<file path="src/rtl/puf_resp_uart_tx_pkg.sv">
// Shared definitions for the PUF response UART transmitter.
// Contents:
//   PUF_UART_CLKS_PER_BIT - default clocks per UART bit (100 MHz / 115200 baud)
//   state_t               - FSM state encoding (3 bits) shared by the top level
//                           and the byte serialiser
package puf_resp_uart_tx_pkg;

    localparam int PUF_UART_CLKS_PER_BIT = 868;

    typedef enum logic [2:0] {
        ST_IDLE  = 3'd0,
        ST_START = 3'd1,
        ST_DATA  = 3'd2,
        ST_STOP  = 3'd3,
        ST_DONE  = 3'd4
    } state_t;

endpackage

</file>
<file path="src/rtl/puf_resp_uart_tx_byte.sv">
// uart_tx_byte: serialises one byte as an 8N1 UART frame (start, 8 data bits
// LSB first, stop).
// Ports:
//   clk   - system clock
//   rst   - asynchronous active-low reset
//   start - load data and begin a frame (accepted while ready is high)
//   data  - byte to send
//   tx    - serial line, idle high (registered)
//   ready - high while idle and during the final cycle of the stop bit, so a
//           start issued in that last cycle chains the next frame with no gap
module uart_tx_byte
    import puf_resp_uart_tx_pkg::*;
#(
    parameter int CLKS_PER_BIT = PUF_UART_CLKS_PER_BIT
) (
    input  logic       clk,
    input  logic       rst,
    input  logic       start,
    input  logic [7:0] data,
    output logic       tx,
    output logic       ready
);

    localparam int BAUD_W = (CLKS_PER_BIT > 1) ? $clog2(CLKS_PER_BIT) : 1;
    localparam logic [BAUD_W-1:0] BAUD_LAST = BAUD_W'(CLKS_PER_BIT - 1);
    localparam logic [BAUD_W-1:0] BAUD_PRE  = BAUD_W'(CLKS_PER_BIT - 2);
    localparam logic [BAUD_W-1:0] BAUD_ONE  = BAUD_W'(1);
    localparam logic [BAUD_W-1:0] BAUD_ZERO = BAUD_W'(0);

    state_t            state_r, state_s;
    logic [BAUD_W-1:0] baud_r, baud_s;
    logic [2:0]        bit_r, bit_s;
    logic [7:0]        data_r, data_s;
    logic              tx_r, tx_s;
    logic              ready_r, ready_s;
    logic              baud_end_s;

    assign baud_end_s = (baud_r == BAUD_LAST);
    assign tx         = tx_r;
    assign ready      = ready_r;

    // Frame sequencing: next-state and next-output computation.
    always_comb begin
        state_s = state_r;
        baud_s  = baud_r;
        bit_s   = bit_r;
        data_s  = data_r;
        tx_s    = tx_r;
        ready_s = ready_r;
        case (state_r)
            ST_IDLE: begin
                if (start) begin
                    data_s  = data;
                    tx_s    = 1'b0;
                    baud_s  = BAUD_ZERO;
                    ready_s = 1'b0;
                    state_s = ST_START;
                end else begin
                    tx_s    = 1'b1;
                    baud_s  = BAUD_ZERO;
                    ready_s = 1'b1;
                end
            end
            ST_START: begin
                if (baud_end_s) begin
                    baud_s  = BAUD_ZERO;
                    bit_s   = 3'd0;
                    tx_s    = data_r[0];
                    state_s = ST_DATA;
                end else begin
                    baud_s = baud_r + BAUD_ONE;
                end
            end
            ST_DATA: begin
                if (baud_end_s) begin
                    baud_s = BAUD_ZERO;
                    if (bit_r == 3'd7) begin
                        tx_s    = 1'b1;
                        state_s = ST_STOP;
                    end else begin
                        bit_s  = bit_r + 3'd1;
                        data_s = {1'b0, data_r[7:1]};
                        tx_s   = data_r[1];
                    end
                end else begin
                    baud_s = baud_r + BAUD_ONE;
                end
            end
            ST_STOP: begin
                if (baud_end_s) begin
                    baud_s = BAUD_ZERO;
                    if (start) begin
                        data_s  = data;
                        tx_s    = 1'b0;
                        ready_s = 1'b0;
                        state_s = ST_START;
                    end else begin
                        tx_s    = 1'b1;
                        ready_s = 1'b1;
                        state_s = ST_IDLE;
                    end
                end else begin
                    baud_s = baud_r + BAUD_ONE;
                    // Raise ready one cycle early so it is visible in the last stop cycle.
                    if (baud_r == BAUD_PRE) begin
                        ready_s = 1'b1;
                    end else begin
                        ready_s = ready_r;
                    end
                end
            end
            default: begin
                tx_s    = 1'b1;
                ready_s = 1'b0;
                baud_s  = BAUD_ZERO;
                state_s = ST_IDLE;
            end
        endcase
    end

    // State and datapath registers.
    always_ff @(posedge clk or negedge rst) begin
        if (!rst) begin
            state_r <= ST_IDLE;
            baud_r  <= BAUD_ZERO;
            bit_r   <= 3'd0;
            data_r  <= 8'd0;
            tx_r    <= 1'b1;
            ready_r <= 1'b1;
        end else begin
            state_r <= state_s;
            baud_r  <= baud_s;
            bit_r   <= bit_s;
            data_r  <= data_s;
            tx_r    <= tx_s;
            ready_r <= ready_s;
        end
    end

endmodule

</file>
<file path="src/rtl/puf_resp_uart_tx.sv">
// puf_resp_uart_tx: on each rising edge of puf_done, captures the PUF response
// and sends it as NBYTES back-to-back 8N1 UART bytes, most-significant byte first.
// Ports:
//   clk      - system clock
//   rst      - asynchronous active-low reset
//   puf_out  - response word from the PUF generator
//   puf_done - level, response valid
//   tx       - UART serial line, idle high
//   busy     - high from capture until the last stop bit completes
//   tx_done  - one-cycle pulse after the final stop bit
//   byte_cnt - index of the byte currently on the line
module puf_resp_uart_tx
    import puf_resp_uart_tx_pkg::*;
#(
    parameter int CLKS_PER_BIT = PUF_UART_CLKS_PER_BIT,
    parameter int RESP_W       = 128
) (
    input  logic              clk,
    input  logic              rst,
    input  logic [RESP_W-1:0] puf_out,
    input  logic              puf_done,
    output logic              tx,
    output logic              busy,
    output logic              tx_done,
    output logic [4:0]        byte_cnt
);

    localparam int         NBYTES    = RESP_W / 8;
    localparam logic [4:0] LAST_BYTE = 5'(NBYTES - 1);

    state_t            state_r, state_s;
    logic [RESP_W-1:0] shift_r, shift_s, shl_s;
    logic              done_q_r;
    logic              busy_r, busy_s;
    logic              tx_done_r, tx_done_s;
    logic [4:0]        cnt_r, cnt_s;
    logic              start_s;
    logic              byte_start_s;
    logic [7:0]        byte_data_s;
    logic              byte_ready_s;

    // A level already high at reset release still counts as an edge, since done_q resets low.
    assign start_s  = puf_done & ~done_q_r;
    assign shl_s    = shift_r << 8;
    assign busy     = busy_r;
    assign tx_done  = tx_done_r;
    assign byte_cnt = cnt_r;

    uart_tx_byte #(
        .CLKS_PER_BIT(CLKS_PER_BIT)
    ) u_byte (
        .clk  (clk),
        .rst  (rst),
        .start(byte_start_s),
        .data (byte_data_s),
        .tx   (tx),
        .ready(byte_ready_s)
    );

    // Byte sequencing: capture, per-byte start issue and completion.
    always_comb begin
        state_s      = state_r;
        shift_s      = shift_r;
        busy_s       = busy_r;
        tx_done_s    = 1'b0;
        cnt_s        = cnt_r;
        byte_start_s = 1'b0;
        byte_data_s  = shift_r[RESP_W-1 -: 8];
        case (state_r)
            ST_IDLE: begin
                if (start_s) begin
                    shift_s = puf_out;
                    busy_s  = 1'b1;
                    state_s = ST_START;
                end else begin
                    busy_s = 1'b0;
                end
            end
            ST_START: begin
                byte_start_s = 1'b1;
                state_s      = ST_DATA;
            end
            ST_DATA: begin
                // ready is high only in the last stop cycle here, so the next start chains gap-free.
                if (byte_ready_s) begin
                    shift_s = shl_s;
                    if (cnt_r == LAST_BYTE) begin
                        tx_done_s = 1'b1;
                        busy_s    = 1'b0;
                        cnt_s     = 5'd0;
                        state_s   = ST_DONE;
                    end else begin
                        byte_start_s = 1'b1;
                        byte_data_s  = shl_s[RESP_W-1 -: 8];
                        cnt_s        = cnt_r + 5'd1;
                    end
                end else begin
                    byte_start_s = 1'b0;
                end
            end
            ST_DONE: begin
                busy_s  = 1'b0;
                state_s = ST_IDLE;
            end
            default: begin
                busy_s  = 1'b0;
                state_s = ST_IDLE;
            end
        endcase
    end

    // State, capture register and registered outputs.
    always_ff @(posedge clk or negedge rst) begin
        if (!rst) begin
            state_r   <= ST_IDLE;
            shift_r   <= '0;
            done_q_r  <= 1'b0;
            busy_r    <= 1'b0;
            tx_done_r <= 1'b0;
            cnt_r     <= 5'd0;
        end else begin
            state_r   <= state_s;
            shift_r   <= shift_s;
            done_q_r  <= puf_done;
            busy_r    <= busy_s;
            tx_done_r <= tx_done_s;
            cnt_r     <= cnt_s;
        end
    end

endmodule

</file>
<file path="config.mk">
export PLATFORM = sky130hd
export DESIGN_NAME = puf_resp_uart_tx
export DESIGN_NICKNAME = d
export VERILOG_FILES = /design/src/rtl/puf_resp_uart_tx_pkg.sv /design/src/rtl/puf_resp_uart_tx_byte.sv /design/src/rtl/puf_resp_uart_tx.sv
export SDC_FILE = /design/constraint.sdc
export NUM_CORES = 1
export LEC_CHECK = 0
export ABC_AREA = 1
export BUFFER_PORTS_ARGS = -buffer_cell sky130_fd_sc_hd__clkbuf_2
export CAP_MARGIN = 40
export CORE_ASPECT_RATIO = 0.8
export CORE_UTILIZATION = 46
export CTS_CLUSTER_SIZE = 40
export DETAILED_ROUTE_END_ITERATION = 10
export PLACE_DENSITY = 0.7
export SYNTH_ARGS = -nofsm -noshare
export SYNTH_HDL_FRONTEND = slang
export SYNTH_HIERARCHICAL = 1
export SYNTH_SLANG_ARGS = --single-unit
</file>
<file path="constraint.sdc">
create_clock -name clk -period 5.5 [get_ports clk]
set_input_delay 1.375 -clock clk [delete_from_list [all_inputs] [get_ports clk]]
set_output_delay 1.375 -clock clk [all_outputs]
set_load 0.02 [all_outputs]
</file>
==> reports/qor_table.md, run 1 <==
| Stage | Item | Reported |
|---|---|---|
| grt | Initial antenna violation count | 0 |
| timing | Clock skew | 0.00788 ns |
| drt | Count of antenna-violating nets left after detailed routing | 0 |
| drt | Via density | 4.87 |
| drt | Residual DRC count | 0 |
| synth | Fraction of synthesized cell area in xor and xnor cells | 0.424% |
| timing | Setup TNS | 0 ns |
| clock network | Clock-pin slew reported for the worst setup and hold paths after clock tree synthesis | 0.06 ns |
| timing | Worst path setup slack after routing | 2.47 ns |
| critical path | Biggest cell delay along the critical path | 0.67 ns |
| timing | Setup repair after global routing missed its margin | false |
| cells and area | Leading cell type in the layout, fill and taps excluded | sky130_fd_sc_hd__nand2_1 |
| synth | Synthesized-area fraction occupied by and/or/nand/nor cells | 20.5% |
| clock network | Post-CTS setup repair buffer count | 0 |
| cells and area | Share of final-layout standard cells stronger than drive strength 1 | 16.1% |
| power and ir drop | Maximum vdd drop | 0.253 mV |
| timing | Worst slew margin relative to its limit | 39.9% |
| clock network | Post-CTS Hold Fix Bufs | 0 |
| critical path | Slowest cell on the critical path | sky130_fd_sc_hd__nand2_8 |
| clock network | Number of buffers added by the clock tree synthesis step | 17 |
| cells and area | Util after Layout | 54.8% |
| synth | Seq/Total Area, Yosys | 49.7% |
| power and ir drop | Combinational share of power | 34.8% |
| critical path | Worst setup path category | input port to flop |
| grt | Via count of the first global-routing pass | 6452 |
| cells and area | Number of nets in the layout | 1315 |
| critical path | Required time reported for the critical path endpoint | 5.85 ns |
| synth | Share of flip-flops with an asynchronous set or reset after synthesis | 100% |
| critical path | Cell Chain, Critical Path | clkbuf_2 > inv_1 > nor2_1 > nand3_2 > nand2_8 > buf_4 > nand2_1 > o21ai_1 |
| clock network | Clock tree root driver cell | sky130_fd_sc_hd__clkbuf_16 |
| grt | Overflow left after global routing | 0 |
| clock network | CTS tree | done |
| critical path | CP Max Fanout | 151 |
| critical path | Capturing element type of the critical path | flop |
| run status | Result of the run | complete, no violations |
| grt | Global-route wire length before repair | 30800 um |
| power and ir drop | Static leakage power | 4.56 nW |
| synth | Net Count, Synth | 1208 |
| grt | Maximum number of pins on one net before global-route repair | 152 |
| timing | Final setup violating endpoints | 0 |
| timing | Transition time of the tightest slew-check pin | 0.901 ns |
| floorplan | Effective utilization at floorplan | 47.4% |
| cells and area | Synth-to-layout area growth | 15.6% |
| cells and area | Combined flip-flop and latch cell area | 4110 um^2 |
| clock network | Max clock buf depth | 2 |
| floorplan | Placeable core region | 17400 um^2 |
| floorplan | Horizontal die dimension | 152 um |
| cells and area | Antenna diode instance count | 0 |
| synth | Number of synthesis warnings | 6 |
| grt | Total routing usage reported by global routing | 20.8% |
| synth | EDFF count, synth | 0 |
| timing | Final cycle utilization of the critical path | 55.1% |
| drt | Via count of the routed design | 6867 |
| cells and area | Commonest cells after routing, fill and taps aside | sky130_fd_sc_hd__nand2_1 (344), sky130_fd_sc_hd__o21ai_1 (181), sky130_fd_sc_hd__dfrtp_1 (162) |
| synth | Number of distinct library cells after synthesis | 33 |
| floorplan | Num ports | 139 |
| placed design | GP Congestion | 0.805 |
| clock network | Clock sink count | 164 |
| critical path | Sum of buffers and inverters on the critical path | 3 |
| drt | Drt first-iter violations | 489 |
| power and ir drop | Power density cells | 472 nW/um^2 |
| critical path | Critical path data arrival time | 3.38 ns |
| timing | Shortest clock period the worst path allows after layout | 3.03 ns |
| synth | Number of flip-flops and latches in the synthesized netlist | 164 |
| drt | Wire length per cell after detailed routing | 12.9 um |
| synth | Synthesized netlist cell count | 1068 |
| drt | Count of TritonRoute iterations in the first routing pass | 5 |
| power and ir drop | Relative contribution of the clock network to total power | 26.7% |
| cells and area | Multi-input gate area | 3230 um^2 |
| worst hold path | Type of the most critical hold path | flop to flop |
| placed design | Pre-CTS WS | 2.11 ns |
| power and ir drop | Switching power | 0.00165 W |
| cells and area | Count of fill cells added during filler insertion | 1704 |
| critical path | Cell family with most CP delay | simple AND/OR/NAND/NOR gates |
| synth | Mux cell area share after synthesis | 0.121% |
| synth | Combinational family with the most area after synthesis | simple AND/OR/NAND/NOR gates |
| placed design | Post-DP HPWL | 12400 um |
| synth | Synth Area in Adders | 1.36% |
| power and ir drop | Cell Int Power | 0.00285 W |
| timing | Final-report hold violation count | 0 |
| synth | Synthesized area per cell | 7.73 um^2 |
| floorplan | Row Count | 43 |
| timing | Highest clock rate | 330 MHz |
| critical path | Kind of launch point of the worst setup path | input port |
| clock network | Clock latency of the later-clocked register in the worst-skew pair | 0.42 ns |
| job | Count of maximum capacitance violations | 0 |
| clock network | Post-CTS sizing | 0 |
| clock network | Maximum level of the CTS H-tree | 4 |
| floorplan | Die Outline Area | 18500 um^2 |
| floorplan | Y dimension of the die | 122 um |
| timing | Slew Viols, Final | 0 |
| power and ir drop | Switching Fraction | 36.7% |
| synth | Most used flip-flop cell after synthesis | sky130_fd_sc_hd__dfrtp_1 |
| drt | Overall routed net length | 18200 um |
| placed design | Count of input and output buffers | 138 |
| synth | Cell Area, Synth | 8260 um^2 |
| synth | Synth Area in Compound Gates | 16.5% |
| power and ir drop | Sequential share of power | 38.5% |
==> per-layer routing <==
metal	up-vias	global-route usage, %	share of wire, %
met3	19	4.77	4.7
met2	135	31.4	44
met1	3142	29.6	49
met5	-	0	0
li1	3571	-	-
met4	0	6.88	1.5
==> registers in the layout, indices dropped and copies added (netlist names) <==
name and cells:
state_r 3, u_byte/state_r 2, u_byte/tx 1, u_byte/data_r 8, busy 1, shift_r 128
u_byte/baud_r 10, byte_cnt 5, done_q_r 1, u_byte/ready 1, tx_done 1, u_byte/bit_r 3
==> final timing paths <==
check | slack [ns] | depth (start not counted) | endpoint | start
worst max-delay path | 2.47 | 8 | shift_r[74] | puf_done
worst min-delay path | 0.46 | 1 | u_byte/baud_r[0] | u_byte/baud_r[0]
worst max register to register | 2.88 | 10 | u_byte/data_r[6] | state_r[2]
worst min register to register | 0.46 | 1 | u_byte/baud_r[0] | u_byte/baud_r[0]
max in group asynchronous | 3.55 | 3 | u_byte/tx | rst
min in group asynchronous | 0.80 | 1 | shift_r[60] | rst
==> cells by family (layout without fill, tap and decap cells) <==
logic type,count (synthesis),count (layout)
AO/OA/AOI/OAI,266,266
XOR/XNOR,4,4
adder cells (fa/ha/maj),9,9
buffers and inverters,207,325
flip-flops,164,164
multiplexers,1,1
AND/OR/NAND/NOR,417,417
==> layout make-up <==
cell class,count,share of cell area (%)
Clock inverter,3,0.681
Sequential cell,164,43.0
Clock buffer,27,5.58
Multi-Input combinational cell,697,33.8
Tap cell,225,2.95
Timing Repair Buffer,145,8.06
Inverter,150,5.90
==> Yosys cell counts (all sizes together), types with 2 or more instances <==
master	number	area share, %
nor3	5	0.30
nand2	350	16
o21ai	254	15
buf	41	3.6
xor2	2	0.21
dfstp	2	0.64
ha	9	1.4
o21bai	4	0.55
nand3	29	1.9
nand4	5	0.38
clkbuf	16	0.95
dfrtp	162	49
inv	149	6.8
a21oi	6	0.36
xnor2	2	0.21
nor2	27	1.6
==> power by group through the flow <==
stage                     Clock [W]  Combinational [W]  Sequential, W
after global routing        0.00128            0.00181        0.00177
after detailed placement          0            0.00157        0.00175
after CTS                   0.00122            0.00158        0.00173
after floorplan                   0            0.00125        0.00174
after global placement            0            0.00153        0.00174
final                       0.00120            0.00157        0.00173
==> through the flow <==
step	power (W)	cell area [um^2]	cells	hold WS, ns
finish	0.00450	9550	1411	0.459
detailed placement	0.00332	8950	1381	0.453
global placement	0.00327	8920	1380	0.447
global route	0.00486	9550	1411	0.475
floorplan	0.00300	8260	1068	0.432
CTS	0.00454	9550	1411	0.461
Power figures use the tool's default switching activity.
==> inputs of run 2 (changes only) <==
- PLACE_DENSITY: 0.7 -> 0.73
- clock period: 5.5 -> 2.5 ns (I/O delays scaled with it)
==> reports/qor_table.md, run 2 (same netlist as run 1, synthesis figures left out) <==
| Stage | Item | Reported |
|---|---|---|
| job | Count of maximum capacitance violations | 0 |
| grt | Total routing usage reported by global routing | 20.9% |
| placed design | Placed cell count | 1389 |
| drt | Residual DRC count | 0 |
| timing | Clock skew | 0.00748 ns |
| clock network | Post-CTS Hold Fix Bufs | 0 |
| floorplan | Effective utilization at floorplan | 47.4% |
| power and ir drop | Power density cells | 1040 nW/um^2 |
| drt | Count of TritonRoute iterations in the first routing pass | 5 |
| drt | Via density | 4.85 |
| timing | Worst slew margin relative to its limit | 65.2% |
| drt | Drt first-iter violations | 438 |
| drt | Overall routed net length | 18300 um |
| cells and area | Number of nets in the layout | 1323 |
| cells and area | Top flop regs | shift_r x128, u_byte/baud_r x10, u_byte/data_r x8 |
| cells and area | Commonest cells after routing, fill and taps aside | sky130_fd_sc_hd__nand2_1 (344), sky130_fd_sc_hd__o21ai_1 (181), sky130_fd_sc_hd__dfrtp_1 (162) |
| floorplan | Y dimension of the die | 122 um |
| placed design | GP Congestion | 0.863 |
| cells and area | Register bank with the most flops | shift_r |
| clock network | Maximum level of the CTS H-tree | 4 |
| power and ir drop | Switching power | 0.00369 W |
| timing | Final-report hold violation count | 0 |
| power and ir drop | Static leakage power | 4.61 nW |
| floorplan | Die Outline Area | 18500 um^2 |
| critical path | Worst setup path category | flop to flop |
| power and ir drop | Cell Int Power | 0.00632 W |
| power and ir drop | Sequential share of power | 38.0% |
| timing | Setup repair after global routing missed its margin | false |
| cells and area | Share of final-layout standard cells stronger than drive strength 1 | 16.9% |
| grt | Overflow left after global routing | 0 |
| grt | Global-route wire length before repair | 30800 um |
| power and ir drop | Switching Fraction | 36.9% |
| grt | Maximum number of pins on one net before global-route repair | 136 |
| clock network | Post-CTS sizing | 0 |
| critical path | Capturing element type of the critical path | flop |
| timing | Transition time of the tightest slew-check pin | 0.522 ns |
| floorplan | Horizontal die dimension | 152 um |
| grt | Initial antenna violation count | 1 |
| placed design | Count of input and output buffers | 138 |
| run status | Result of the run | complete, no violations |
| drt | Via count of the routed design | 6889 |
| critical path | Required time reported for the critical path endpoint | 2.81 ns |
| cells and area | Antenna diode instance count | 0 |
| placed design | DP Area | 9060 um^2 |
| cells and area | Design Area, Final | 9660 um^2 |
| worst hold path | Type of the most critical hold path | input port to async pin |
| clock network | Clock tree root driver cell | sky130_fd_sc_hd__clkbuf_16 |
| floorplan | Row Count | 43 |
| timing | Setup TNS | 0 ns |
| timing | Final setup violating endpoints | 0 |
| timing | Worst path setup slack after routing | 0.536 ns |
| power and ir drop | Combinational share of power | 36.0% |
| power and ir drop | Maximum vdd drop | 0.446 mV |
| clock network | Max clock buf depth | 2 |
| floorplan | Placeable core region | 17400 um^2 |
| critical path | CP Max Fanout | 40 |
| clock network | Clock-pin slew reported for the worst setup and hold paths after clock tree synthesis | 0.06 ns |
| cells and area | Number of cells in the finished layout apart from fillers | 1419 |
| timing | Final cycle utilization of the critical path | 78.6% |
| cells and area | Synth-to-layout area growth | 17.0% |
| floorplan | Num ports | 139 |
| clock network | CTS tree | done |
| placed design | Post-DP HPWL | 12700 um |
| clock network | Post-CTS setup repair buffer count | 0 |
| timing | Slew Viols, Final | 0 |
| timing | Highest clock rate | 509 MHz |
| drt | Wire length per cell after detailed routing | 12.9 um |
| critical path | Critical path data arrival time | 2.28 ns |
| grt | Via count of the first global-routing pass | 6369 |
| drt | Count of antenna-violating nets left after detailed routing | 0 |
| cells and area | Leading cell type in the layout, fill and taps excluded | sky130_fd_sc_hd__nand2_1 |
| clock network | Number of buffers added by the clock tree synthesis step | 17 |
| timing | Worst Hold Margin | 0.128 ns |
| cells and area | Flip-flop count of the largest register after layout | 128 |
| clock network | Clock latency of the later-clocked register in the worst-skew pair | 0.42 ns |
| power and ir drop | Relative contribution of the clock network to total power | 26.0% |
| placed design | Pre-CTS WS | 0.575 ns |
| timing | Shortest clock period the worst path allows after layout | 1.96 ns |
| clock network | Clock sink count | 164 |
| critical path | Kind of launch point of the worst setup path | flop |
run 2: cell count changes in the layout (fill, tap and decap cells not counted):
cell                         change
sky130_fd_sc_hd__buf_4           +3
sky130_fd_sc_hd__buf_12          +6
sky130_fd_sc_hd__clkbuf_8        -2
sky130_fd_sc_hd__clkinv_4        +2
sky130_fd_sc_hd__buf_16          -1
sky130_fd_sc_hd__clkbuf_1        -3
sky130_fd_sc_hd__clkinv_2        +2
sky130_fd_sc_hd__clkinvlp_4      +1
run 2: worst max-delay path, stage by stage, from the launching register on:
cell	delay (ns)
sky130_fd_sc_hd__dfrtp_1	0.43
sky130_fd_sc_hd__nor2_4	0.21
sky130_fd_sc_hd__nand2_8	0.19
sky130_fd_sc_hd__nor2_4	0.20
sky130_fd_sc_hd__nand2_2	0.07
sky130_fd_sc_hd__nand2_1	0.13
sky130_fd_sc_hd__o21ai_1	0.13
sky130_fd_sc_hd__nor2_4	0.24
sky130_fd_sc_hd__nand2_4	0.12
sky130_fd_sc_hd__nand2_1	0.08
sky130_fd_sc_hd__nand2_1	0.05
run 2: area by class of cell:
cell class / instances / area (um^2)
Fill cell: 1628 / 7770
Clock inverter: 8 / 100
Multi-Input combinational cell: 697 / 3230
Timing Repair Buffer: 153 / 885
Sequential cell: 164 / 4110
Inverter: 150 / 563
Tap cell: 225 / 282
Clock buffer: 22 / 494
run 2: routing by layer:
metal | vias to the layer above | part of all wire, % | GRT usage, %
li1 | 3606 | - | -
met4 | 0 | 0.98 | 5.75
met5 | - | 0 | 0
met2 | 156 | 44 | 31.9
met3 | 15 | 6.2 | 6.30
met1 | 3112 | 49 | 29.0
run 2: path summary, 6_finish.rpt:
check	end	startpoint	slack (ns)	cells after the start
min in group clk	done_q_r	puf_done	0.33	1
min	shift_r[27]	rst	0.13	1
max in group asynchronous	shift_r[114]	rst	1.64	2
max reg2reg	u_byte/data_r[7]	state_r[2]	0.54	10
max	u_byte/data_r[7]	state_r[2]	0.54	10
min reg2reg	u_byte/baud_r[0]	u_byte/baud_r[0]	0.46	1
run 2: stage by stage:
stage | utilization (%) | power [W]
after floorplan | - | 0.00659
after global placement | 52.0 | 0.00733
after detailed placement | 52.0 | 0.00743
after CTS | 55.4 | 0.0101
after global routing | 55.4 | 0.0108
final | 55.4 | 0.0100
run 2: power by group through the flow:
stage          logic (W)  registers, W  clock network, W
4_1_cts          0.00362       0.00381           0.00265
6_report         0.00361       0.00381           0.00260
5_1_grt          0.00414       0.00390           0.00277
3_3_place_gp     0.00351       0.00383                 0
2_1_floorplan    0.00276       0.00383                 0
3_5_place_dp     0.00358       0.00384                 0
==> inputs of run 3 (changes only) <==
- clock period: 2.5 -> 1.6 ns (I/O delays scaled with it)
==> reports/qor_table.md, run 3 (same netlist as run 1, synthesis figures left out) <==
| Stage | Item | Reported |
|---|---|---|
| floorplan | Die Outline Area | 18500 um^2 |
| clock network | Maximum level of the CTS H-tree | 4 |
| drt | Overall routed net length | 19900 um |
| worst hold path | Type of the most critical hold path | input port to flop |
| grt | Initial antenna violation count | 0 |
| grt | Met1 demand-to-capacity share in global routing | 30.4% |
| clock network | Clock latency of the later-clocked register in the worst-skew pair | 0.43 ns |
| placed design | Pre-CTS WS | -0.0283 ns |
| cells and area | Commonest cells after routing, fill and taps aside | sky130_fd_sc_hd__nand2_1 (340), sky130_fd_sc_hd__o21ai_1 (182), sky130_fd_sc_hd__dfrtp_1 (159) |
| cells and area | Count of fill cells added during filler insertion | 1566 |
| grt | Overflow left after global routing | 0 |
| clock network | Clock-pin slew reported for the worst setup and hold paths after clock tree synthesis | 0.07 ns |
| timing | Worst Hold Margin | 0.0930 ns |
| cells and area | Synth-to-layout area growth | 25.5% |
| critical path | Capturing element type of the critical path | flop |
| grt | Global-route wire length before repair | 32000 um |
| timing | Worst path setup slack after routing | -0.0132 ns |
| placed design | GP Congestion | 0.815 |
| drt | Wire length per cell after detailed routing | 13.6 um |
| floorplan | Horizontal die dimension | 152 um |
| clock network | Max clock buf depth | 2 |
| power and ir drop | Maximum vdd drop | 0.827 mV |
| drt | Via density | 4.93 |
| grt | Maximum number of pins on one net before global-route repair | 80 |
| power and ir drop | Power density cells | 1690 nW/um^2 |
| run status | Failing checks | setup timing |
| timing | Shortest clock period the worst path allows after layout | 1.61 ns |
| cells and area | Register bank with the most flops | shift_r |
| drt | Drt first-iter violations | 477 |
| cells and area | Antenna diode instance count | 0 |
| grt | Most heavily used metal layer in global routing | met2 |
| critical path | Required time reported for the critical path endpoint | 1.92 ns |
| floorplan | Y dimension of the die | 122 um |
| cells and area | Number of nets in the layout | 1363 |
| drt | Via count of the routed design | 7202 |
| cells and area | Leading cell type in the layout, fill and taps excluded | sky130_fd_sc_hd__nand2_1 |
| grt | Total routing usage reported by global routing | 21.7% |
| power and ir drop | Static leakage power | 4.94 nW |
| run status | Result of the run | finished, violations left |
| timing | Slew Viols, Final | 0 |
| floorplan | Num ports | 139 |
| drt | Residual DRC count | 0 |
| timing | Final cycle utilization of the critical path | 101% |
| timing | Final-report hold violation count | 0 |
| timing | Worst slew margin relative to its limit | 70.4% |
| placed design | Count of input and output buffers | 138 |
| clock network | Clock tree root driver cell | sky130_fd_sc_hd__clkbuf_16 |
| clock network | Number of buffers added by the clock tree synthesis step | 17 |
| power and ir drop | Overall power of the completed layout | 0.0175 W |
| floorplan | Row Count | 43 |
| grt | Met3 track demand over resource in global routing | 5.62% |
| grt | Via count of the first global-routing pass | 6686 |
| cells and area | Top flop regs | shift_r x128, u_byte/baud_r x10, u_byte/data_r x8 |
| critical path | Flop-to-flop setup slack | -0.01 ns |
| timing | Clock skew | 0.0160 ns |
| job | Count of maximum capacitance violations | 0 |
| timing | Setup repair after global routing missed its margin | true |
| cells and area | Share of final-layout standard cells stronger than drive strength 1 | 20.8% |
| timing | Setup TNS | -0.0299 ns |
| cells and area | Combined flip-flop and latch cell area | 4110 um^2 |
| floorplan | Effective utilization at floorplan | 47.4% |
| placed design | Post-DP HPWL | 13000 um |
| timing | Highest clock rate | 620 MHz |
| cells and area | Flip-flop count of the largest register after layout | 128 |
| timing | Transition time of the tightest slew-check pin | 0.445 ns |
| critical path | CP Max Fanout | 8 |
| critical path | Cell Chain, Critical Path | nor2_4 > nand2_8 > nor2_4 > nand2_2 > nand2_4 > o21ai_4 > nor2_4 > nand2_4 > nand2_1 > nand2_1 |
| critical path | Biggest cell delay along the critical path | 0.42 ns |
| clock network | CTS tree | done |
| critical path | Slowest cell on the critical path | sky130_fd_sc_hd__dfrtp_1 |
| critical path | CP most frequent cell | sky130_fd_sc_hd__nor2_4 |
| critical path | Kind of launch point of the worst setup path | flop |
| timing | Final setup violating endpoints | 6 |
| floorplan | Placeable core region | 17400 um^2 |
| clock network | Clock sink count | 164 |
| drt | Count of antenna-violating nets left after detailed routing | 0 |
| critical path | Worst setup path category | flop to flop |
| drt | Count of TritonRoute iterations in the first routing pass | 5 |
| grt | Global-route track usage on met2 | 33.0% |
| cells and area | Multi-input gate area | 3310 um^2 |
| critical path | Critical path data arrival time | 1.93 ns |
==> run 3: layout make-up <==
| cell class | count | share of cell area [%] |
|---|---|---|
| flip-flops and latches | 164 | 39.7 |
| multi-input cells | 699 | 31.9 |
| repair buffers | 191 | 13.5 |
| inverters | 150 | 5.43 |
| clock buffers | 21 | 4.64 |
| well taps | 225 | 2.72 |
| clock inverters | 11 | 2.13 |
==> run 3: final timing paths <==
path	startpoint	end	cells past startpoint
min in group asynchronous	rst	shift_r[66]	2
max	state_r[0]	u_byte/data_r[6]	10
min reg2reg	u_byte/baud_r[0]	u_byte/baud_r[0]	1
max reg2reg	state_r[0]	u_byte/data_r[6]	10
min	puf_done	done_q_r	1
max in group asynchronous	rst	shift_r[1]	3
==> run 3: power by group <==
| part | leakage, nW | switching (W) | internal (W) |
|---|---|---|---|
| Sequential | 2.22 | 0.000478 | 0.00547 |
| Combinational | 2.37 | 0.00408 | 0.00272 |
| Clock | 0.344 | 0.00166 | 0.00310 |
==> run 3: per-stage QoR <==
stage,std cells,util (%),area [um^2]
3_5_place_dp,1416,53.6,9340
4_1_cts,1450,57.9,10100
5_1_grt,1461,59.4,10400
3_3_place_gp,1416,53.6,9340
2_1_floorplan,1068,-,8290
6_report,1461,59.4,10400
==> run 3: metal layers <==
metal	vias to the layer above	share of wire, %
met2	174	45
met5	-	0
met4	0	1.4
met3	22	5.5
met1	3324	48
li1	3682	-
==> run 3: repair_timing <==
item                                    4_1_cts  5_1_grt
gates cloned                                  1        7
gates resized for setup                       2       30
endpoints found under the setup margin       11      110
pin swaps                                     1        3
hold buffers                                  1        0
buffers inserted                              0        4
endpoints found under the hold margin        31        0
==> run 3: worst max-delay path: cells and delay by family, from the launching register on <==
kind | cells | cell delay, ns
simple gates | 9 | 0.99
compound gates | 1 | 0.07
flops | 1 | 0.42
